$ cat config.mk
export PLATFORM = sky130hd
export DESIGN_NAME = alu_operand_stage
export DESIGN_NICKNAME = d
export VERILOG_FILES = /design/src/rtl/alu_operand_stage_pkg.sv /design/src/rtl/alu_operand_stage_reg_file_2r1w.sv /design/src/rtl/alu_operand_stage.sv
export SDC_FILE = /design/constraint.sdc
export NUM_CORES = 2
export LEC_CHECK = 0
export CAP_MARGIN = 20
export CORE_ASPECT_RATIO = 1.1
export CORE_MARGIN = 4
export CORE_UTILIZATION = 40
export DETAILED_ROUTE_END_ITERATION = 6
export GPL_TIMING_DRIVEN = 0
export PLACE_DENSITY = 0.64
export SLEW_MARGIN = 15
export SYNTH_ARGS = -nofsm -noshare
export SYNTH_HDL_FRONTEND = slang
export SYNTH_SLANG_ARGS = --single-unit
$ cat constraint.sdc
create_clock -name clk -period 49.1 [get_ports clk]
set_input_delay 9.82 -clock clk [delete_from_list [all_inputs] [get_ports clk]]
set_output_delay 9.82 -clock clk [all_outputs]
set_load 0.01 [all_outputs]
$ cat src/rtl/alu_operand_stage_pkg.sv
`default_nettype none
// ============================================================================
// Module : alu_operand_stage_pkg
// Brief  : Shared constants for decoder, operand stage and ALU.
// Rev    : 1.0  initial release
// ============================================================================
package alu_operand_stage_pkg;

  localparam int CPU_XLEN = 32;
  localparam int CPU_NREG = 32;
  localparam int REG_AW   = 5;
  localparam int ALU_OP_W = 4;

  typedef enum logic [ALU_OP_W-1:0] {
    ALU_ADD  = 4'd0,  ALU_SUB  = 4'd1,  ALU_SLL  = 4'd2,  ALU_SLT  = 4'd3,
    ALU_SLTU = 4'd4,  ALU_XOR  = 4'd5,  ALU_SRL  = 4'd6,  ALU_SRA  = 4'd7,
    ALU_OR   = 4'd8,  ALU_AND  = 4'd9,  ALU_EQ   = 4'd10, ALU_NE   = 4'd11,
    ALU_LT   = 4'd12, ALU_GE   = 4'd13, ALU_LTU  = 4'd14, ALU_GEU  = 4'd15
  } alu_op_e;

  localparam logic A_SEL_RS1 = 1'b0;
  localparam logic A_SEL_PC  = 1'b1;
  localparam logic B_SEL_RS2 = 1'b0;
  localparam logic B_SEL_IMM = 1'b1;

  typedef enum logic [0:0] {
    SLOT_EMPTY = 1'b0,
    SLOT_FULL  = 1'b1
  } slot_state_e;

endpackage
`default_nettype wire

$ cat src/rtl/alu_operand_stage_reg_file_2r1w.sv
`default_nettype none
// ============================================================================
// Module : reg_file_2r1w
// Brief  : 2-read/1-write register file, x0 hardwired to zero, write-first bypass.
// Rev    : 1.0  initial release
// ============================================================================
module reg_file_2r1w
  import alu_operand_stage_pkg::*;
#(
  parameter int XLEN = CPU_XLEN,
  parameter int NREG = CPU_NREG
) (
  input  logic              clk,
  input  logic              rst,
  input  logic [REG_AW-1:0] raddr1_i,
  input  logic [REG_AW-1:0] raddr2_i,
  output logic [XLEN-1:0]   rdata1_o,
  output logic [XLEN-1:0]   rdata2_o,
  input  logic              wb_en_i,
  input  logic [REG_AW-1:0] wb_addr_i,
  input  logic [XLEN-1:0]   wb_data_i
);

  logic [XLEN-1:0] mem_q [NREG];

  always_ff @(posedge clk or posedge rst) begin
    if (rst) begin
      for (int i = 0; i < NREG; i++) mem_q[i] <= '0;
    end else if (wb_en_i && (wb_addr_i != '0)) begin
      mem_q[wb_addr_i] <= wb_data_i;
    end
  end

  // Write-first: a same-cycle write-back is visible to the reader immediately.
  always_comb begin
    rdata1_o = '0;
    rdata2_o = '0;
    if (raddr1_i != '0)
      rdata1_o = (wb_en_i && (wb_addr_i == raddr1_i)) ? wb_data_i : mem_q[raddr1_i];
    if (raddr2_i != '0)
      rdata2_o = (wb_en_i && (wb_addr_i == raddr2_i)) ? wb_data_i : mem_q[raddr2_i];
  end

endmodule
`default_nettype wire

$ cat src/rtl/alu_operand_stage.sv
`default_nettype none
// ============================================================================
// Module : alu_operand_stage
// Brief  : Operand fetch, RAW scoreboard and registered valid/ready ALU slot.
// Rev    : 1.0  initial release
// ============================================================================
module alu_operand_stage
  import alu_operand_stage_pkg::*;
#(
  parameter int XLEN = CPU_XLEN,
  parameter int NREG = CPU_NREG
) (
  input  logic                clk,
  input  logic                rst,
  input  logic                in_valid,
  output logic                in_ready,
  input  logic [REG_AW-1:0]   rs1_addr,
  input  logic [REG_AW-1:0]   rs2_addr,
  input  logic [REG_AW-1:0]   rd_addr,
  input  logic                rd_we,
  input  logic                a_sel,
  input  logic                b_sel,
  input  logic [XLEN-1:0]     pc,
  input  logic [XLEN-1:0]     imm,
  input  logic [ALU_OP_W-1:0] alu_op,
  output logic                out_valid,
  input  logic                out_ready,
  output logic [XLEN-1:0]     A,
  output logic [XLEN-1:0]     B,
  output logic [ALU_OP_W-1:0] Upr_ALU,
  output logic [REG_AW-1:0]   out_rd_addr,
  output logic                out_rd_we,
  input  logic                wb_en,
  input  logic [REG_AW-1:0]   wb_addr,
  input  logic [XLEN-1:0]     wb_data
);

  logic [XLEN-1:0]     rdata1_w, rdata2_w;
  logic [NREG-1:0]     busy_q, busy_d;
  slot_state_e         state_q, state_d;
  logic [XLEN-1:0]     a_q, b_q;
  logic [ALU_OP_W-1:0] op_q;
  logic [REG_AW-1:0]   rd_q;
  logic                rd_we_q;
  logic                byp1_w, byp2_w, hazard_w, accept_w;

  reg_file_2r1w #(.XLEN(XLEN), .NREG(NREG)) u_rf (
    .clk       (clk),
    .rst       (rst),
    .raddr1_i  (rs1_addr),
    .raddr2_i  (rs2_addr),
    .rdata1_o  (rdata1_w),
    .rdata2_o  (rdata2_w),
    .wb_en_i   (wb_en),
    .wb_addr_i (wb_addr),
    .wb_data_i (wb_data)
  );

  // A busy source is released in the very cycle its write-back arrives.
  assign byp1_w   = wb_en && (wb_addr == rs1_addr) && (rs1_addr != '0);
  assign byp2_w   = wb_en && (wb_addr == rs2_addr) && (rs2_addr != '0);
  assign hazard_w = ((a_sel == A_SEL_RS1) && busy_q[rs1_addr] && !byp1_w) ||
                    ((b_sel == B_SEL_RS2) && busy_q[rs2_addr] && !byp2_w);
  assign out_valid = (state_q == SLOT_FULL);
  assign in_ready  = (!out_valid || out_ready) && !hazard_w;
  assign accept_w  = in_valid && in_ready;

  always_comb begin
    busy_d = busy_q;
    if (wb_en) busy_d[wb_addr] = 1'b0;
    // Setting after clearing lets the younger producer win on a collision.
    if (accept_w && rd_we && (rd_addr != '0)) busy_d[rd_addr] = 1'b1;
    busy_d[0] = 1'b0;
  end

  always_comb begin
    state_d = state_q;
    case (state_q)
      SLOT_EMPTY: if (accept_w) state_d = SLOT_FULL;
      SLOT_FULL:  if (accept_w) state_d = SLOT_FULL;
                  else if (out_ready) state_d = SLOT_EMPTY;
      default:    state_d = SLOT_EMPTY;
    endcase
  end

  always_ff @(posedge clk or posedge rst) begin
    if (rst) begin
      state_q <= SLOT_EMPTY;
      busy_q  <= '0;
      a_q     <= '0;
      b_q     <= '0;
      op_q    <= ALU_ADD;
      rd_q    <= '0;
      rd_we_q <= 1'b0;
    end else begin
      state_q <= state_d;
      busy_q  <= busy_d;
      if (accept_w) begin
        a_q     <= (a_sel == A_SEL_PC)  ? pc  : rdata1_w;
        b_q     <= (b_sel == B_SEL_IMM) ? imm : rdata2_w;
        op_q    <= alu_op;
        rd_q    <= rd_addr;
        rd_we_q <= rd_we;
      end
    end
  end

  assign A           = a_q;
  assign B           = b_q;
  assign Upr_ALU     = op_q;
  assign out_rd_addr = rd_q;
  assign out_rd_we   = rd_we_q;

endmodule
`default_nettype wire

==> results.sh <==
export IMPL_status="complete, no violations"
export IMPL_routed_via_density=6.65
export IMPL_crit_slowest_cell="clkdlybuf4s50_1"
export IMPL_instances_no_fill=6313
export IMPL_layout_min_cycle_time_ps=22660
export IMPL_die_h_microns=413
export IMPL_cts_buffers=119
export IMPL_synth_area_per_cell_sq_um=15.3
export IMPL_grt_pass1_wl_microns=339000
export IMPL_syn_to_final_growth_pct=15.6
export IMPL_drive_above_1_share_pct=47.1
export IMPL_ant_nets=0
export IMPL_num_rows=148
export IMPL_cellPowerDensity_nw_per_um2=40.9
export IMPL_wl_per_cell_microns=39.0
export IMPL_cp_num_buf_inv=3
export IMPL_hold_ws_ps=478
export IMPL_multi_input_area_sq_um=29500
export IMPL_place_port_buffers=187
export IMPL_placed_cell_area_sq_um=64700
export IMPL_synth_most_common_cell="dfrtp_1"
export IMPL_ys_ff_latch=1130
export IMPL_crit_path_cell_trace="clkdlybuf4s50_1 > buf_4 > xor2_1 > nor4_1 > nand3_1 > o221ai_1 > o211a_1 > clkdlybuf4s50_1"
export IMPL_grt_busiest_layer="met2"
export IMPL_dr_pass1_iters=6
export IMPL_die_area_sq_um=155000
export IMPL_cts_root_buffer="clkbuf_16"
export IMPL_critPathMaxFanout=10
export IMPL_h_tree_depth=3
export IMPL_worst_pin_slew_ps=1360
export IMPL_drt_iter0_drc=5592
export IMPL_dpl_cell_count=6080
export IMPL_slew_viol_final=0
export IMPL_setup_viol=0
export IMPL_cp_start_kind="primary input"
export IMPL_crit_type="primary input to output port"
export IMPL_cts_hold_buffers=0
export IMPL_seq_area_frac_synth_pct=47.5
export IMPL_synth_warnings=0
export IMPL_synthesis_instances=3901
export IMPL_crit_path_end_kind="output port"
export IMPL_nets=4384
export IMPL_synth_commonest_cells="dfrtp_1 (1130), mux2_2 (1037), mux4_2 (581)"
export IMPL_synth_area_leader_cell="dfrtp_1"
export IMPL_seqCellArea_sq_um=28300
export IMPL_gp_congestion=0.965
export IMPL_vdd_ir_drop_max_mv=0.0295
export IMPL_synth_nets=4029
export IMPL_netlist_area_sq_um=59600
export IMPL_core_sq_um=148000
export IMPL_grt_use_met1_pct=38.8
export IMPL_min_period_over_period_pct=46.1
export IMPL_clk_pin_slew_ps=60
export IMPL_synth_edff_count=0
export IMPL_min_path_type="flip-flop to flip-flop"
export IMPL_arrival_ps=12840
export IMPL_synthFlopType="dfrtp_1"
export IMPL_gr_total_overflow=0
export IMPL_finalHoldViolCount=0
export IMPL_num_vias=42000
export IMPL_met3_usage_pct=11.6
export IMPL_num_io_pins=204
export IMPL_fin_util_pct=46.5
export IMPL_timing_max_cap_violations=0
export IMPL_synth_top_area_share_pct=47.5
export IMPL_cts_sinks=1130
export IMPL_post_cts_resized=0
export IMPL_fin_area_sq_um=68800
export IMPL_grt_pass1_vias=42200
export IMPL_grt_max_degree=109
export IMPL_synth_cell_type_count=52
export IMPL_dp_hpwl_microns=167000
export IMPL_drt_total_wl_microns=246000
export IMPL_max_stage_delay_ps=690
export IMPL_fillers=12900
export IMPL_synthArstFlopShare_pct=100
export IMPL_crit_family="buffers and inverters"
export IMPL_route_detailed_drc=0
export IMPL_clock_latency_ps=770
export IMPL_rsz0062_at_grt="no"
export IMPL_grt_usage_pct=31.6
export IMPL_die_w_microns=376
export IMPL_antenna_found_initial=12
export IMPL_max_freq_ghz=0.0441
export IMPL_cpMostUsedCell="clkdlybuf4s50_1"
export IMPL_relSlewSlack_pct=9.19
export IMPL_clk_path_buf_depth=3
export IMPL_post_cts_setup_buffer_count=0
export IMPL_cts_tree="done"
export IMPL_clock_skew_ps=31.0
export IMPL_initial_utilization_pct=40.3
export IMPL_required_ps=39280
export IMPL_power_leakage_nw=29.2
export IMPL_gr_usage_met2_pct=47.2
export IMPL_synthTopCellsByArea="dfrtp_1 (47%), mux4_2 (22%), mux2_2 (20%)"
-- power breakdown --
part,switching [mW],internal (mW)
Clock,0.409,0.540
Combinational,0.268,0.362
Sequential,0.128,1.11
Total,0.805,2.01
-- metrics by stage --
stage	TNS [ps]	worst slack (ps)	total power, mW
after detailed placement	0	26620	1.87
after global routing	0	26420	2.91
after floorplan	0	7460	1.65
after CTS	0	26620	2.81
after global placement	-7210320	-6620	1.85
final	0	26440	2.82
-- registers in the layout, summed over array words and instances, names as in the netlist --
signal	flops
A	32
Upr_ALU	4
out_rd_we	1
out_rd_addr	5
busy_q	31
B	32
u_rf.mem_q	1024
out_valid	1
-- metal layers --
metal | part of all wire [%] | wire length, microns
met5 | 0.033 | 80
met4 | 8.0 | 19700
met3 | 12 | 29400
met2 | 44 | 108000
met1 | 36 | 88800
-- cell usage in the layout (no fill, tap or decap), types with 14 or more instances in the layout --
cell	instances
buf_8	14
buf_1	35
nand2_1	70
a22oi_1	45
clkinv_2	26
clkbuf_16	120
clkbuf_8	33
nor2_1	36
mux2_2	1037
dfrtp_1	1130
mux2i_1	101
buf_6	21
buf_4	18
clkbuf_2	67
buf_2	84
mux4_2	581
nor2b_1	20
o21ai_0	84
clkbuf_1	254
nand3_1	75
clkdlybuf4s50_1	187
nand2b_1	80
a221oi_1	35
a21oi_1	14
o21ai_1	17
-- final cells by class --
type,count,area share (%)
plain buffers,439,2.80
repair buffers,234,3.86
inverters,5,0.0382
multi-input cells,2327,42.8
clock buffers,174,5.14
diodes,10,0.0363
well taps,1950,3.54
clock inverters,44,0.720
flip-flops and latches,1130,41.1
-- worst paths after layout --
path                             startpoint         endpoint  slack, ps  cells after the start
worst max-delay path            rs1_addr[1]         in_ready      26440                      8
worst min-delay path                  A[10]            A[10]        480                      1
worst max register to register    busy_q[7]   out_rd_addr[0]      46040                      9
worst min register to register        A[10]            A[10]        480                      1
max in group asynchronous               rst            B[18]      37170                      6
min in group asynchronous               rst  u_rf.mem_q[198]       9570                      2
-- worst register-to-register path, cell delays in order, from the launching register on --
cell and delay [ps]:
dfrtp_1 380, mux4_2 240, nor2b_1 40, or3_1 330, a22o_1 220, o211ai_2 250, buf_6 190, buf_2 350
clkbuf_1 730, o21ai_0 180
-- logic make-up after synthesis --
family / count (synthesis) / share of synthesized area [%]
AO/OA/AOI/OAI: 263 / 3.03
XOR/XNOR: 10 / 0.147
multiplexers: 1719 / 43.3
AND/OR/NAND/NOR: 335 / 2.99
buffers and inverters: 444 / 3.08
flip-flops: 1130 / 47.5
Note: power is estimated with default switching activity, not from simulation.
